==> src/rtl/dec38_pkg.sv <==
// Shared types and helpers for the sequenced 3-to-8 one-hot decoder.
package dec38_pkg;

    localparam int CODE_W   = 3;
    localparam int ONEHOT_W = 8;

    typedef enum logic [1:0] {
        IDLE = 2'd0,
        SHOW = 2'd1,
        GAP  = 2'd2
    } state_e;

    function automatic logic [ONEHOT_W-1:0] onehot3(input logic [CODE_W-1:0] code);
        onehot3 = ONEHOT_W'(1) << code;
    endfunction

endpackage

==> src/rtl/dec38_fifo.sv <==
// Synchronous code FIFO; pointers carry one extra wrap bit to tell full from empty.
module dec38_fifo
    import dec38_pkg::*;
#(
    parameter int DEPTH = 4
) (
    input  logic              clk,
    input  logic              rst,
    input  logic              push,
    input  logic              pop,
    input  logic [CODE_W-1:0] din,
    output logic [CODE_W-1:0] dout,
    output logic              full,
    output logic              empty
);

    localparam int PTR_W = $clog2(DEPTH);
    localparam logic [PTR_W:0] PTR_ONE = (PTR_W+1)'(1);

    logic [CODE_W-1:0] mem_q [DEPTH];
    logic [PTR_W:0]    wr_ptr_q, wr_ptr_d;
    logic [PTR_W:0]    rd_ptr_q, rd_ptr_d;
    logic              do_push, do_pop;

    assign do_push = push && !full;
    assign do_pop  = pop && !empty;

    assign empty = (wr_ptr_q == rd_ptr_q);
    assign full  = (wr_ptr_q[PTR_W] != rd_ptr_q[PTR_W]) &&
                   (wr_ptr_q[PTR_W-1:0] == rd_ptr_q[PTR_W-1:0]);
    assign dout  = mem_q[rd_ptr_q[PTR_W-1:0]];

    always_comb begin
        wr_ptr_d = wr_ptr_q;
        rd_ptr_d = rd_ptr_q;
        if (do_push) wr_ptr_d = wr_ptr_q + PTR_ONE;
        if (do_pop)  rd_ptr_d = rd_ptr_q + PTR_ONE;
    end

    always_ff @(posedge clk) begin
        if (rst) begin
            wr_ptr_q <= '0;
            rd_ptr_q <= '0;
        end else begin
            wr_ptr_q <= wr_ptr_d;
            rd_ptr_q <= rd_ptr_d;
        end
    end

    // Storage needs no reset; contents are only observed through dout when non-empty.
    always_ff @(posedge clk) begin
        if (do_push) mem_q[wr_ptr_q[PTR_W-1:0]] <= din;
    end

endmodule

==> src/rtl/dec38_seq.sv <==
// Sequenced 3-to-8 one-hot decoder: FIFO-buffered codes shown for DWELL cycles plus GAP blanks.
// Optional sticky overflow flag output ovf_err when DEC38_OVF_ERR_EN is defined.
module dec38_seq #(
    parameter int DWELL = 4,
    parameter int GAP   = 1,
    parameter int DEPTH = 4
) (
    input  logic       clk,
    input  logic       rst,
    input  logic       en,
    input  logic       in_valid,
    output logic       in_ready,
    input  logic [2:0] in_code,
    output logic [7:0] y,
    output logic       y_valid,
    output logic       busy
`ifdef DEC38_OVF_ERR_EN
    ,
    output logic       ovf_err
`endif
);

    import dec38_pkg::*;

    localparam int CNT_RANGE = (DWELL > GAP) ? ((DWELL > 2) ? DWELL : 2)
                                             : ((GAP > 2) ? GAP : 2);
    localparam int CNT_W = $clog2(CNT_RANGE);
    localparam logic [CNT_W-1:0] DWELL_LOAD = CNT_W'(DWELL - 1);
    localparam logic [CNT_W-1:0] GAP_LOAD   = CNT_W'((GAP > 0) ? GAP - 1 : 0);
    localparam logic [CNT_W-1:0] CNT_ONE    = CNT_W'(1);

    state_e              state_q, state_d;
    logic [CNT_W-1:0]    cnt_q, cnt_d;
    logic [ONEHOT_W-1:0] y_q, y_d;
    logic                y_valid_q, y_valid_d;
    logic                push, pop, full, empty;
    logic [CODE_W-1:0]   fifo_dout;

    assign in_ready = !full && !rst;
    assign push     = in_valid && in_ready;
    assign busy     = (state_q != IDLE) || !empty;
    assign y        = y_q;
    assign y_valid  = y_valid_q;

    dec38_fifo #(
        .DEPTH (DEPTH)
    ) u_fifo (
        .clk   (clk),
        .rst   (rst),
        .push  (push),
        .pop   (pop),
        .din   (in_code),
        .dout  (fifo_dout),
        .full  (full),
        .empty (empty)
    );

    // A pop always loads the new pattern and restarts the dwell count in the same edge.
    always_comb begin
        state_d = state_q;
        cnt_d   = cnt_q;
        y_d     = y_q;
        pop     = 1'b0;
        case (state_q)
            IDLE: begin
                y_d = '0;
                if (en && !empty) begin
                    pop     = 1'b1;
                    y_d     = onehot3(fifo_dout);
                    cnt_d   = DWELL_LOAD;
                    state_d = SHOW;
                end
            end
            SHOW: begin
                if (!en) begin
                    y_d     = '0;
                    cnt_d   = '0;
                    state_d = IDLE;
                end else if (cnt_q != '0) begin
                    cnt_d = cnt_q - CNT_ONE;
                end else if (GAP > 0) begin
                    y_d     = '0;
                    cnt_d   = GAP_LOAD;
                    state_d = dec38_pkg::GAP;
                end else if (!empty) begin
                    pop   = 1'b1;
                    y_d   = onehot3(fifo_dout);
                    cnt_d = DWELL_LOAD;
                end else begin
                    y_d     = '0;
                    state_d = IDLE;
                end
            end
            dec38_pkg::GAP: begin
                y_d = '0;
                if (!en) begin
                    cnt_d   = '0;
                    state_d = IDLE;
                end else if (cnt_q != '0) begin
                    cnt_d = cnt_q - CNT_ONE;
                end else if (!empty) begin
                    // Chaining the next pop here keeps the blank between patterns at exactly GAP cycles.
                    pop     = 1'b1;
                    y_d     = onehot3(fifo_dout);
                    cnt_d   = DWELL_LOAD;
                    state_d = SHOW;
                end else begin
                    state_d = IDLE;
                end
            end
            default: begin
                y_d     = '0;
                cnt_d   = '0;
                state_d = IDLE;
            end
        endcase
        y_valid_d = (y_d != '0);
    end

    always_ff @(posedge clk) begin
        if (rst) begin
            state_q   <= IDLE;
            cnt_q     <= '0;
            y_q       <= '0;
            y_valid_q <= 1'b0;
        end else begin
            state_q   <= state_d;
            cnt_q     <= cnt_d;
            y_q       <= y_d;
            y_valid_q <= y_valid_d;
        end
    end

`ifdef DEC38_OVF_ERR_EN
    logic ovf_err_q, ovf_err_d;

    assign ovf_err = ovf_err_q;

    always_comb begin
        ovf_err_d = ovf_err_q || (in_valid && !in_ready);
    end

    always_ff @(posedge clk) begin
        if (rst) ovf_err_q <= 1'b0;
        else     ovf_err_q <= ovf_err_d;
    end
`endif

endmodule
==> config.mk <==
export PLATFORM = sky130hd
export DESIGN_NAME = dec38_seq
export DESIGN_NICKNAME = d
export VERILOG_FILES = /design/src/rtl/dec38_pkg.sv /design/src/rtl/dec38_fifo.sv /design/src/rtl/dec38_seq.sv
export SDC_FILE = /design/constraint.sdc
export NUM_CORES = 1
export LEC_CHECK = 0
export CORE_MARGIN = 8
export CORE_UTILIZATION = 50
export CTS_CLUSTER_SIZE = 40
export DETAILED_ROUTE_END_ITERATION = 6
export HOLD_SLACK_MARGIN = 0.06
export PLACE_DENSITY = 0.73
export SLEW_MARGIN = 10
export SYNTH_ARGS = -nofsm -noshare
export SYNTH_HDL_FRONTEND = slang
export SYNTH_SLANG_ARGS = --single-unit
==> constraint.sdc <==
create_clock -name clk -period 2.1 [get_ports clk]
set_input_delay 0.42 -clock clk [delete_from_list [all_inputs] [get_ports clk]]
set_output_delay 0.42 -clock clk [all_outputs]
set_load 0.005 [all_outputs]
==> results.ini <==
[floorplan]
core-area_um2=2980
die_h_um=71.3
start_util=0.513
io_pins=18
std_cell_rows=20
dieArea_um2=5080
dieWidth_um=71.3

[pwr]
switchingPower_mw=0.435
leakage_nw=0.701
p_clk_frac=0.296
seq_power_share=0.478
switching_share=0.280
combPwrFrac=0.226
ir_drop_mv=0.428
p_int_mw=1.12
power.density_nw_per_um2=819

[clock_tree]
cts_tree=built
clk_latency_ps=340
clockBufferDepth=2
cts_root_buf=clkbuf_4
cts.sinks=33
cts.clk_slew.worst_paths_ps=100
cts_hold_buf=0
htreeDepth=2
numCtsBuffers=5

[logic_synthesis]
yosys.area_share.simple=0.130
synth_xor_area_frac=0.0451
yosysSeqAreaShare=0.511
synth.area.top_cells=dfxtp_1 (28%), edfxtp_1 (24%), ha_1 (6.6%)
synth_edf_count=12
synth_top_area_cell=dfxtp_1
synth_cells=139
yosys.cell_types.count=34
synth_mux_area_frac=0.0566
synth_compound_area_frac=0.165
syn_area_um2=1530
synthAdderAreaFrac=0.0656
yosysWarnings=0
synth-seq-cells=33
ys_async_sr_fraction=0
syn_avg_cell_area_um2=11.0
synth_top_area_share=0.275
syn_nets=154
synth_top_family_by_area=compound AO/OA/AOI/OAI gates
synthFlopType=dfxtp_1

[sta]
relSlewSlack=0.659
finalHoldViolCount=0
fin_setup_tns_ps=0
skew_ps=8.33
post-route-period-util=0.963
fmax_mhz=495
tightest_slew_ps=503
period_needed_ps=2020
drv_slew=0
rsz0062_at_grt=false
setup_viol_count_final=0
timing.final.ws_setup_ps=78.0

[worst_setup_path]
crit_fanout=4
arrival_ps=1600
criticalPathCategory=reg2out
start_kind=flop
critPathRequiredTime_ps=1680
end_kind=primary output

[placed_design]
gp_congestion=0.876
post-place-ws_ps=42.7
dp_hpwl_um=2470
io_buffers=17

[route]
drcViolationCount=0
via_per_inst=5.89
vias=1202
wl_um=3270
first_iter_violations=266
drtPass1Iterations=4
wl_per_cell_um=16.0
ant_nets=0

[final_layout]
syn_to_final_growth_pct=24.3
drive_above_1_share=0.158
num-nets-final=185
diodes=0

[global_routing]
grt_pass1_vias=1145
grt_pass1_wl_um=5330
antenna_found_initial=0
grt.total_usage=0.133
grt_overflow_total=0
grt_max_degree=16

[flow_run]
cap_violations=0

[outcome]
status=finished clean

[worst_hold_path]
min_path_type=reg2reg

worst paths after layout:
kind                                         start                 end  slack, ps  cells past startpoint
worst max-delay path            u_fifo.rd_ptr_q[2]                busy         80                      4
worst min-delay path            u_fifo.wr_ptr_q[2]  u_fifo.wr_ptr_q[2]        530                      2
worst max register to register            cnt_q[0]  u_fifo.rd_ptr_q[2]        330                      6
worst min register to register  u_fifo.wr_ptr_q[2]  u_fifo.wr_ptr_q[2]        530                      2
cells in the final DEF, fill, tap and decap left out, types with 2 or more instances in the layout:
cell type        synthesis  final
and2_1                   4      4
nor2b_1                  3      3
dfxtp_1                 21     18
clkbuf_4                 0      5
o31ai_1                  2      2
buf_4                    0     11
a21oi_1                  9      9
xor2_1                   3      3
o21ai_0                  3      3
dfxtp_2                  0      3
edfxtp_1                12     12
o22ai_1                  2      2
inv_1                    7      7
ha_1                     8      8
clkdlybuf4s50_1          0     15
dlygate4sd2_1            0      2
nor2_1                  16     16
mux4_2                   2      2
a32oi_1                  8      8
mux2i_1                  3      3
xnor2_2                  1      3
or3_1                    3      3
a21boi_0                 2      2
a311oi_1                 2      2
nand2_1                  9      9
power by group through the flow:
stage,sequential [mW],combinational [mW],clock [mW]
floorplan,0.748,0.217,0
global placement,0.750,0.340,0
detailed placement,0.756,0.349,0
CTS,0.744,0.350,0.456
global route,0.750,0.390,0.482
finish,0.743,0.351,0.460
sequential cells by signal, summed over array words and instances (netlist names), named ones only:
signal and cells:
u_fifo.mem_q 12, y 8, u_fifo.rd_ptr_q 3, u_fifo.wr_ptr_q 3
cnt_q 2, state_q 2, y_valid 1
per-layer routing:
| metal | global-route usage | part of all wire | up-vias |
|---|---|---|---|
| li1 | - | - | 573 |
| met1 | 0.159 | 0.42 | 562 |
| met3 | 0.0377 | 0.084 | 8 |
| met5 | 0 | 0 | - |
| met2 | 0.212 | 0.48 | 59 |
| met4 | 0.0647 | 0.019 | 0 |
area by class of cell:
type | instances | area (um^2)
clock buffers | 6 | 41.3
clock inverters | 2 | 33.8
fillers | 239 | 1080
inverters | 7 | 26.3
multi-input cells | 95 | 719
flip-flops and latches | 33 | 785
well taps | 33 | 41.3
repair buffers | 28 | 250
cell families after synthesis:
kind of cell,count (synthesis)
compound gates,33
mux,6
flops,33
buf+inv,11
simple gates,41
xor+xnor,7
fa+ha+maj,8
worst max-delay path, stage by stage, from the launching register on:
cell and delay (ps):
dfxtp_2 360, xnor2_2 200, nand3_1 120, or3_1 310, dlygate4sd2_1 270
timing repair:
action / in CTS / in global routing
gates resized for setup: 7 / 0
buffers inserted: 1 / 0
endpoints found under the setup margin: 2 / 0
metrics by stage:
| step | cell area [um^2] | instances | power (mW) | util | hold slack [ps] |
|---|---|---|---|---|---|
| after detailed placement | 1800 | 195 | 1.11 | 0.604 | 513 |
| after CTS | 1900 | 204 | 1.55 | 0.637 | 522 |
| final | 1900 | 204 | 1.55 | 0.637 | 527 |
| after global placement | 1800 | 195 | 1.09 | 0.604 | 493 |
| after global routing | 1900 | 204 | 1.62 | 0.637 | 566 |
| after floorplan | 1530 | 139 | 0.965 | - | 487 |
synth_stat cells (4+ instances only):
master,count
and2_1,4
nand2_1,9
clkbuf_1,4
inv_1,7
ha_1,8
a32oi_1,8
edfxtp_1,12
nor2_1,16
dfxtp_1,21
a21oi_1,9
Power figures use the tool's default switching activity.
